**config.mk**
```make
export PLATFORM = sky130hd
export DESIGN_NAME = mem_stage_lsu
export DESIGN_NICKNAME = d
export VERILOG_FILES = /design/src/rtl/lsu_pkg.sv /design/src/rtl/lsu_lane_align.sv /design/src/rtl/mem_stage_lsu.sv
export SDC_FILE = /design/constraint.sdc
export NUM_CORES = 1
export LEC_CHECK = 0
export ABC_AREA = 0
export BUFFER_PORTS_ARGS = -buffer_cell sky130_fd_sc_hd__buf_2
export CAP_MARGIN = 40
export CORE_ASPECT_RATIO = 0.75
export CORE_UTILIZATION = 50
export DETAILED_ROUTE_END_ITERATION = 10
export PLACE_DENSITY = 0.83
export SETUP_SLACK_MARGIN = 0.1
export SYNTH_ARGS = -nofsm -noshare
export SYNTH_HDL_FRONTEND = slang
export SYNTH_SLANG_ARGS = --single-unit
```
**constraint.sdc**
```tcl
create_clock -name clk -period 5 [get_ports clk]
set_input_delay 0.25 -clock clk [delete_from_list [all_inputs] [get_ports clk]]
set_output_delay 0.25 -clock clk [all_outputs]
set_load 0.01 [all_outputs]
```
**src/rtl/lsu_pkg.sv**
```systemverilog
// Shared definitions for the MEM-stage load/store unit: op and state
// encodings plus the small decode helpers used at request acceptance.
package lsu_pkg;

  typedef enum logic [2:0] {
    LSU_LB  = 3'd0,
    LSU_LH  = 3'd1,
    LSU_LW  = 3'd2,
    LSU_LBU = 3'd3,
    LSU_LHU = 3'd4,
    LSU_SB  = 3'd5,
    LSU_SH  = 3'd6,
    LSU_SW  = 3'd7
  } lsu_op_e;

  typedef enum logic [2:0] {
    ST_IDLE   = 3'd0,
    ST_LOAD   = 3'd1,
    ST_STORE  = 3'd2,
    ST_RMW_RD = 3'd3,
    ST_RMW_WR = 3'd4,
    ST_FAULT  = 3'd5,
    ST_RESP   = 3'd6
  } lsu_state_e;

  function automatic logic is_store(lsu_op_e op);
    return (op == LSU_SB) || (op == LSU_SH) || (op == LSU_SW);
  endfunction

  // Halfwords need an even offset, words need offset 0; bytes always fit.
  function automatic logic align_ok(lsu_op_e op, logic [1:0] off);
    case (op)
      LSU_LH, LSU_LHU, LSU_SH: return ~off[0];
      LSU_LW, LSU_SW:          return (off == 2'b00);
      default:                 return 1'b1;
    endcase
  endfunction

endpackage

```
**src/rtl/lsu_lane_align.sv**
```systemverilog
// Little-endian byte-lane steering: extracts/extends sub-word load data and
// merges sub-word store data into an existing memory word.
module lsu_lane_align
  import lsu_pkg::*;
(
  input  lsu_op_e     op,
  input  logic [1:0]  offset,
  input  logic [31:0] load_word,
  input  logic [31:0] old_word,
  input  logic [31:0] wdata,
  output logic [31:0] load_data,
  output logic [31:0] merged_word
);

  logic [7:0]  byte_sel;
  logic [15:0] half_sel;

  // Pick the addressed byte/half out of the read word and extend it.
  always_comb begin
    byte_sel  = load_word[{offset, 3'b000} +: 8];
    half_sel  = load_word[{offset[1], 4'b0000} +: 16];
    load_data = '0;
    case (op)
      LSU_LB:  load_data = {{24{byte_sel[7]}}, byte_sel};
      LSU_LH:  load_data = {{16{half_sel[15]}}, half_sel};
      LSU_LW:  load_data = load_word;
      LSU_LBU: load_data = {24'd0, byte_sel};
      LSU_LHU: load_data = {16'd0, half_sel};
      default: load_data = '0;
    endcase
  end

  // Replace only the addressed lane(s) of the old word with store data.
  always_comb begin
    merged_word = old_word;
    case (op)
      LSU_SB:  merged_word[{offset, 3'b000} +: 8]     = wdata[7:0];
      LSU_SH:  merged_word[{offset[1], 4'b0000} +: 16] = wdata[15:0];
      LSU_SW:  merged_word = wdata;
      default: merged_word = old_word;
    endcase
  end

endmodule

```
**src/rtl/mem_stage_lsu.sv**
```systemverilog
// MEM-stage load/store unit in front of a word-indexed data memory.
//
//   state     | meaning
//   ----------+----------------------------------------------------------
//   ST_IDLE   | ready for a request; no memory activity
//   ST_LOAD   | read addressed word, extract/extend into resp_rdata
//   ST_STORE  | full-word write of captured store data
//   ST_RMW_RD | read old word for a sub-word store into merge register
//   ST_RMW_WR | write old word with selected lane(s) replaced
//   ST_FAULT  | misaligned or out-of-range request, no memory activity
//   ST_RESP   | resp_valid pulse, then back to idle
//
// Memory-side signals are decoded from the registered state only, so an
// asynchronous reset removes a pending write strobe immediately.
module mem_stage_lsu
  import lsu_pkg::*;
#(
  parameter int unsigned MEM_WORDS = 32,
  parameter int unsigned ADDR_W    = 32
) (
  input  logic              clk,
  input  logic              reset,
  input  logic              req_valid,
  output logic              req_ready,
  input  logic [2:0]        req_op,
  input  logic [ADDR_W-1:0] req_addr,
  input  logic [31:0]       req_wdata,
  output logic              resp_valid,
  output logic [31:0]       resp_rdata,
  output logic              resp_fault,
  output logic [31:0]       mem_access_addr,
  output logic [31:0]       mem_write_data,
  output logic              mem_write_en,
  output logic              mem_read_en,
  input  logic [31:0]       mem_read_data
);

  lsu_state_e        state;
  lsu_op_e           op_q;
  logic [ADDR_W-1:0] addr_q;
  logic [31:0]       wdata_q;
  logic [31:0]       old_q;

  lsu_op_e           req_op_e;
  logic [ADDR_W-3:0] req_widx;
  logic              range_ok;
  logic              req_fault;
  logic [31:0]       word_idx_q;
  logic [31:0]       load_data;
  logic [31:0]       merged_word;

  assign req_op_e   = lsu_op_e'(req_op);
  assign req_widx   = req_addr[ADDR_W-1:2];
  assign range_ok   = (64'(req_widx) <= 64'(MEM_WORDS));
  assign req_fault  = !align_ok(req_op_e, req_addr[1:0]) || !range_ok;
  assign word_idx_q = 32'(addr_q[ADDR_W-1:2]);

  assign req_ready  = (state == ST_IDLE);
  assign resp_valid = (state == ST_RESP);

  lsu_lane_align u_lane_align (
    .op          (op_q),
    .offset      (addr_q[1:0]),
    .load_word   (mem_read_data),
    .old_word    (old_q),
    .wdata       (wdata_q),
    .load_data   (load_data),
    .merged_word (merged_word)
  );

  // Sequencer: captures the request, routes it, and registers the response.
  always_ff @(posedge clk or posedge reset) begin
    if (reset) begin
      state      <= ST_IDLE;
      op_q       <= LSU_LB;
      addr_q     <= '0;
      wdata_q    <= '0;
      old_q      <= '0;
      resp_rdata <= '0;
      resp_fault <= 1'b0;
    end else begin
      case (state)
        ST_IDLE: begin
          if (req_valid) begin
            op_q    <= req_op_e;
            addr_q  <= req_addr;
            wdata_q <= req_wdata;
            if (req_fault)
              state <= ST_FAULT;
            else if (req_op_e == LSU_SW)
              state <= ST_STORE;
            else if (is_store(req_op_e))
              state <= ST_RMW_RD;
            else
              state <= ST_LOAD;
          end
        end
        ST_FAULT: begin
          resp_rdata <= '0;
          resp_fault <= 1'b1;
          state      <= ST_RESP;
        end
        ST_LOAD: begin
          resp_rdata <= load_data;
          resp_fault <= 1'b0;
          state      <= ST_RESP;
        end
        ST_STORE: begin
          resp_rdata <= '0;
          resp_fault <= 1'b0;
          state      <= ST_RESP;
        end
        ST_RMW_RD: begin
          old_q <= mem_read_data;
          state <= ST_RMW_WR;
        end
        ST_RMW_WR: begin
          resp_rdata <= '0;
          resp_fault <= 1'b0;
          state      <= ST_RESP;
        end
        ST_RESP: state <= ST_IDLE;
        default: state <= ST_IDLE;
      endcase
    end
  end

  // Memory port decode; address and data are forced to zero when idle.
  always_comb begin
    mem_read_en     = 1'b0;
    mem_write_en    = 1'b0;
    mem_access_addr = '0;
    mem_write_data  = '0;
    case (state)
      ST_LOAD, ST_RMW_RD: begin
        mem_read_en     = 1'b1;
        mem_access_addr = word_idx_q;
      end
      ST_STORE: begin
        mem_write_en    = 1'b1;
        mem_access_addr = word_idx_q;
        mem_write_data  = wdata_q;
      end
      ST_RMW_WR: begin
        mem_write_en    = 1'b1;
        mem_access_addr = word_idx_q;
        mem_write_data  = merged_word;
      end
      default: ;
    endcase
  end

endmodule

```
==> key figures, run 1 <==
Outcome
  – Outcome: finished clean

Drt
  – Post-route antenna net violation count: 0
  – First-pass DRT Iterations: 6
  – DRC marker count from the first detailed-route iteration: 669
  – Routed length per placed instance: 20.7 um
  – Vias per cell: 6.15
  – DRC violations left: 0
  – Vias after detailed routing: 6264
  – Aggregate routed wire length: 21100 um

Die
  – Die H: 106 um
  – # IOs: 203
  – Placeable core area: 0.0139 mm2
  – Total Die Area: 0.0150 mm2
  – Starting utilization of the core area: 0.521
  – Horizontal die dimension: 141 um
  – Count of standard-cell rows: 37

GRT
  – Gr usage total: 0.290
  – Overall overflow remaining after global route: 0
  – Maximum number of pins on one net before global-route repair: 82
  – Vias in the first global route: 6074
  – Number of antenna violations at the first check in global routing: 0
  – Global-route wire length before repair: 33100 um

Logic synthesis
  – Number of distinct library cells after synthesis: 63
  – Flip-flop and latch count after synthesis: 135
  – Yosys warnings: 0
  – Gate Count Post-Synth: 626
  – Post-Syn Area per Cell: 11.6 um2
  – Area of the mapped netlist: 0.00726 mm2
  – Sequential-to-total area share from yosys stat: 0.466
  – Most instantiated flip-flop cell in the synthesis netlist: dfrtp_1
  – Ys async rst share: 1.00
  – Post-synth EDFFs: 0

Timing
  – Maximum frequency from static timing analysis: 299 MHz
  – Least-Margin Pin Slew: 893 ps
  – Total Neg Setup Slack: 0 ps
  – Hold Violations, Final: 0
  – Shortest clock period the worst path allows after layout: 3340 ps
  – Slew margin rel.: 0.400
  – Final count of negative-setup-slack endpoints: 0
  – Final worst path period share: 0.669
  – Max-slew violations: 0
  – Worst clock skew: 12.0 ps
  – Min Hold Slack: 50.3 ps
  – Unrepaired setup endpoints after global routing: false

Min path
  – Worst hold-check path type: in2reg
  – Start point of the worst min-delay path: req_addr[1]
  – Capture endpoint of the worst hold path: addr_q[1]
  – Depth of the worst hold-timing path: 3

Worst setup path
  – Required @ worst endpoint: 4750 ps
  – CP startpoint kind: flop
  – Reg-to-reg startpoint: state[0]
  – Endpoint arrival time on the critical path: 3090 ps
  – Worst R2R End: wdata_q[29]
  – Depth of the most critical reg-to-reg path: 6
  – Critical Path Sink Type: output pin
  – Worst reg2reg setup slack: 2260 ps
  – Crit Path Max Fanout: 11
  – Category of the most critical setup path: reg2out

Flow run
  – Max-Cap Viols: 0

Placement
  – Count of buffers from port buffering: 200
  – Dpl hpwl: 14800 um
  – Weighted congestion reported at the end of routability-driven placement: 0.920
  – Placed cell area: 0.00839 mm2

Clock network
  – Clock Path Buffers: 2
  – Setup repair bufs after CTS: 0
  – Number of clock sinks: 135
  – CTS tree: yes
  – Cell chosen for the clock root: clkbuf_16
  – H-tree depth reported by CTS: 4
  – TritonCTS Buffers: 17
  – Skew-Pair Late Insertion Delay: 430 ps
  – Clock transition at the registers of the reported paths: 60 ps

Layout
  – Proportion of layout cells with a drive suffix above 1: 0.447
  – Layout area overhead: 23.4%
  – Number of fill cells: 1053
  – Core utilization of the finished layout: 0.643
  – Total non-filler cell area in the finished layout: 0.00895 mm2
  – Net count of the finished layout: 918
  – Final antenna diode count: 0

Pwr
  – Leak: 4.12 nW
  – Max IR drop VDD: 0.000386 V
  – Power per Cell Area: 668 mW/mm2
final cells by class:
cell class,instances,area (um2),area share
sequential,135,3380,0.377
inverter,11,46.3,0.00517
multi-input combinational,429,3550,0.397
tap,195,244,0.0272
clock inverter,11,100,0.0112
timing repair buffer,217,1180,0.132
clock buffer,20,457,0.0510
cells by family (layout without fill, tap and decap cells):
logic type	after synthesis	after routing	share of synthesized area
AND/OR/NAND/NOR	143	143	0.116
XOR/XNOR	4	4	0.00483
adder cells (fa/ha/maj)	5	5	0.00862
buffers and inverters	63	259	0.0457
flip-flops	135	135	0.466
multiplexers	116	116	0.179
other	1	2	0.000517
AO/OA/AOI/OAI	159	159	0.179
per-stage QoR:
stage | worst slack, ps | total power [mW] | std cells
4_1_cts | 1780 | 5.95 | 1018
2_1_floorplan | 1140 | 3.76 | 627
5_1_grt | 1480 | 6.31 | 1018
3_3_place_gp | 2220 | 4.60 | 983
6_report | 1660 | 5.98 | 1018
3_5_place_dp | 2240 | 4.73 | 986
routing by layer:
layer,up-vias,track usage,share of wire
met5,-,0,0
li1,2755,-,-
met2,390,0.444,0.45
met1,3058,0.387,0.43
met4,0,0.125,0.030
met3,61,0.0770,0.088
state kept, by name, summed over array words and instances, names as in the netlist:
register / cells
addr_q: 32
old_q: 32
resp_rdata: 32
wdata_q: 32
op_q: 3
state: 3
resp_fault: 1
cell usage after synthesis, types with 12 or more instances:
cell      instances  area, um2
nand2_1          32        120
dfrtp_1         135       3380
a221o_1          39        390
a32oi_1          18        158
buf_2            12       60.1
and2_1           33        206
clkbuf_1         22       82.6
o211ai_1         14        105
mux2_2          112       1260
o21ai_0          19       95.1
nor2_1           21       78.8
a22oi_1          22        165
nor2b_1          13       81.3
timing repair:
| action | in CTS | in global routing |
|---|---|---|
| gates resized for setup | 0 | 0 |
| hold buffers | 1 | 0 |
| hold endpoints to repair | 17 | 0 |
cell usage in the layout (no fill, tap or decap), drive strengths merged, types with 2 or more instances in the layout:
master	Yosys	layout
buf	29	216
mux2i	4	4
clkinv	1	7
nor2	21	21
a2bb2oi	7	7
o2bb2ai	8	8
inv	10	12
clkinvlp	0	2
a32oi	18	18
o31ai	2	2
nand2	32	32
or3b	2	2
a221o	39	39
o22ai	2	2
nand3b	5	5
a22oi	22	22
and4	2	2
dfrtp	135	135
o211ai	14	14
nand4b	2	2
nor3b	5	5
o21a	3	3
nor2b	13	13
and2	33	33
conb	1	2
or4	3	3
o21ai	19	19
xnor2	3	3
a21oi	5	5
nand4	6	6
a22o	10	10
nor3	3	3
nand2b	2	2
ha	5	5
mux2	112	112
clkbuf	23	20
nor4	5	5
report_power, final:
group | internal, mW | total [mW] | switching [mW]
Combinational | 1.34 | 2.81 | 1.47
Clock | 0.707 | 1.18 | 0.473
Sequential | 1.53 | 1.99 | 0.461
Total | 3.58 | 5.98 | 2.40
critical path: stages, from the launching register on:
cell	delay [ps]
dfrtp_1	570
inv_1	230
ha_1	380
and4bb_2	350
nor4b_1	430
buf_4	240
a22oi_1	100
o211ai_1	180
buf_2	170
worst max-delay path by stage:
| stage | slack (ps) | to | startpoint | cells past startpoint |
|---|---|---|---|---|
| 2_1_floorplan | 1140 | addr_q[0] | reset | 1 |
| 3_3_place_gp | 2220 | wdata_q[4] | state[0] | 5 |
| 3_5_place_dp | 2240 | mem_write_data[16] | addr_q[0] | 8 |
| 4_1_cts | 1780 | mem_write_data[16] | addr_q[0] | 8 |
| 5_1_grt | 1480 | mem_write_data[16] | addr_q[0] | 8 |
| 6_report | 1660 | mem_write_data[24] | addr_q[0] | 8 |
No activity file was read; power rests on OpenSTA's default activity.
==> run 2: changes to the inputs <==
- ABC_AREA: 0 -> 1
- PLACE_DENSITY: 0.83 -> 0.82
- clock period: 5 -> 3.4 ns (I/O delays scaled with it)
==> run 2 against run 1 <==
  * Hold slack worse by 42 ps
  * Flip-flop and latch count stayed put
  * Clock-buffer cell count stayed put
  * Design area is 14% higher
  * Die area is 6.7% higher
  * Register-to-register slack worse by 1100 ps
  * Critical endpoint is now mem_write_data[17]
  * Largest power group unchanged
==> key figures, run 2 <==
Drt
  – Vias per cell: 5.37
  – Aggregate routed wire length: 25700 um
  – DRC marker count from the first detailed-route iteration: 910
  – Post-route antenna net violation count: 0
  – DRC violations left: 0
  – Vias after detailed routing: 8632
  – Routed length per placed instance: 16.0 um
  – First-pass DRT Iterations: 6

Layout
  – Commonest non-fill, non-tap cell in the layout: nand2_1
  – Commonest non-fill, non-tap cells in the layout: 563 x nand2_1, 200 x buf_2, 135 x dfrtp_1
  – Layout area overhead: 31.8%
  – Final antenna diode count: 0
  – Net count of the finished layout: 1496
  – Total non-filler cell area in the finished layout: 0.0102 mm2
  – Final Instance Count excl. Fillers: 1607
  – Proportion of layout cells with a drive suffix above 1: 0.195

Die
  – Placeable core area: 0.0152 mm2
  – Count of standard-cell rows: 39
  – Total Die Area: 0.0160 mm2
  – Die H: 110 um
  – # IOs: 203
  – Starting utilization of the core area: 0.511
  – Horizontal die dimension: 146 um

Timing
  – Hold Violations, Final: 0
  – Worst clock skew: 9.37 ps
  – Least-Margin Pin Slew: 785 ps
  – Final count of negative-setup-slack endpoints: 0
  – Slew margin rel.: 0.476
  – Unrepaired setup endpoints after global routing: false
  – Max-slew violations: 0
  – Shortest clock period the worst path allows after layout: 3040 ps
  – Total Neg Setup Slack: 0 ps
  – Maximum frequency from static timing analysis: 329 MHz
  – Final worst path period share: 0.894
  – Final Worst Setup Slack: 361 ps

Logic synthesis
  – Largest family of logic cells by synthesized area: simple AND/OR/NAND/NOR gates
  – Area of the mapped netlist: 0.00775 mm2
  – Largest area contributor in the netlist: dfrtp_1
  – Multiplexer share of the synthesized area: 0
  – Gate Count Post-Synth: 1142
  – Leading post-synthesis cells by cell area: dfrtp_1 44%, nand2_1 27%, o21ai_0 4.3%
  – Share of synthesized cell area in full adder, half adder and majority cells: 0.00807
  – Sequential-to-total area share from yosys stat: 0.436
  – Area fraction in compound gates after synthesis: 0.129
  – Area fraction in and, or, nand and nor cells after synthesis: 0.350
  – Post-Syn Area per Cell: 6.79 um2
  – Yosys warnings: 0
  – Flip-flop and latch count after synthesis: 135
  – Synth Area in XOR/XNOR: 0
  – Most instantiated flip-flop cell in the synthesis netlist: dfrtp_1
  – Cell types with the highest counts after synthesis: 564 x nand2_1, 135 x dfrtp_1, 80 x inv_1
  – Post-synth EDFFs: 0
  – Dominant cell by count in the synthesized netlist: nand2_1
  – Number of distinct library cells after synthesis: 34
  – Ys async rst share: 1.00
  – Fraction of synthesized cell area taken by the top area cell type: 0.436

Placement
  – Placed cell area: 0.00892 mm2
  – DP Cell Count: 1506
  – Count of buffers from port buffering: 200
  – Placement-stage worst setup slack: 903 ps
  – Weighted congestion reported at the end of routability-driven placement: 0.966
  – Dpl hpwl: 17200 um

Worst setup path
  – CP startpoint kind: flop
  – Required @ worst endpoint: 3230 ps
  – Endpoint arrival time on the critical path: 2870 ps
  – Crit Path Max Fanout: 17
  – Reg-to-reg startpoint: op_q[0]
  – Cell with the largest stage delay on the worst path: ha_1
  – Most repeated library cell on the critical path: nand2_1
  – Critical path cell sequence: inv_1, ha_1, nand2_1, o21ai_0, nand3_1, o2111ai_1, nand2_1, nand2_1, buf_2
  – Critical Path Sink Type: output pin
  – Worst R2R End: resp_rdata[31]
  – Depth of the most critical reg-to-reg path: 8
  – Worst reg2reg setup slack: 1150 ps
  – Category of the most critical setup path: reg2out
  – Biggest cell delay along the critical path: 540 ps

Clock network
  – # hold bufs at CTS: 69
  – Number of clock sinks: 135
  – Skew-Pair Late Insertion Delay: 440 ps
  – TritonCTS Buffers: 17
  – CTS tree: yes
  – Clock transition at the registers of the reported paths: 60 ps
  – Cell chosen for the clock root: clkbuf_16
  – Clock Path Buffers: 2
  – Setup repair bufs after CTS: 0
  – H-tree depth reported by CTS: 4
  – Post-CTS Resized: 0

Min path
  – Capture endpoint of the worst hold path: old_q[11]
  – Worst hold-check path type: in2reg
  – Start point of the worst min-delay path: mem_read_data[11]
  – Depth of the worst hold-timing path: 3

Flow run
  – Max-Cap Viols: 0

Pwr
  – Net Sw Power: 4.44 mW
  – Proportion of power drawn by flip-flops and latches: 0.311
  – Pwr Total: 9.45 mW
  – Clock share of power: 0.201
  – Power per Cell Area: 925 mW/mm2
  – Max IR drop VDD: 0.000787 V
  – Combinational share of power: 0.488
  – Share of total power consumed by net switching: 0.470
  – Internal power: 5.00 mW
  – Leak: 5.81 nW

GRT
  – Maximum number of pins on one net before global-route repair: 66
  – Vias in the first global route: 7990
  – Met2 global-route usage: 0.517
  – Most Crowded Layer GR: met2
  – Fraction of met1 tracks used by global routing: 0.445
  – Gr usage total: 0.330
  – Overall overflow remaining after global route: 0
  – Number of antenna violations at the first check in global routing: 0
  – Met3 global-route usage: 0.0759
  – Global-route wire length before repair: 40900 um

Outcome
  – Outcome: finished clean
[run 2: power groups by stage]
stage | Sequential, mW | Clock [mW] | Combinational, mW
floorplan | 2.73 | 0 | 3.07
global placement | 2.90 | 0 | 4.30
detailed placement | 2.92 | 0 | 4.45
CTS | 2.90 | 1.91 | 4.54
global route | 3.00 | 1.98 | 5.16
finish | 2.94 | 1.90 | 4.61
[run 2: worst max-delay path: cells and delay by family (launching register included)]
| kind | cells | cell delay (ps) |
|---|---|---|
| adders and majority gates | 1 | 540 |
| DFF | 1 | 510 |
| buffers and inverters | 2 | 480 |
| and+or+nand+nor | 4 | 460 |
| AOI/OAI and AO/OA | 2 | 440 |
[run 2: logic make-up after synthesis]
logic type | Yosys count
adders and majority gates | 5
buffers and inverters | 145
DFF | 135
other | 1
and+or+nand+nor | 685
AOI/OAI and AO/OA | 171
[run 2: layout make-up]
type / instances / area [um2]
tap: 205 / 256
timing repair buffer: 283 / 1850
inverter: 89 / 338
sequential: 135 / 3380
multi-input combinational: 863 / 3790
clock inverter: 12 / 141
fill: 1295 / 4960
clock buffer: 20 / 467
[run 2: how the worst max path moves through the flow]
stage                    from                 end  slack, ps  cells past startpoint
detailed placement  addr_q[0]  mem_write_data[17]        900                      9
finish              addr_q[0]  mem_write_data[17]        360                      9
global route        addr_q[0]  mem_write_data[17]        120                      9
global placement    addr_q[0]  mem_write_data[17]        900                      9
floorplan           addr_q[0]   mem_write_data[1]       1310                     10
CTS                 addr_q[0]  mem_write_data[17]        430                      9
[run 2: through the flow]
stage | util | hold WS, ps
floorplan | - | 280
finish | 0.673 | 8.10
CTS | 0.673 | 2.15
global placement | 0.584 | 367
detailed placement | 0.588 | 75.5
global route | 0.673 | 14.7
[run 2: layer usage]
metal,vias to the layer above,wire length [um]
met5,-,0
li1,4095,-
met4,0,736
met1,4006,10800
met2,464,11600
met3,67,2590
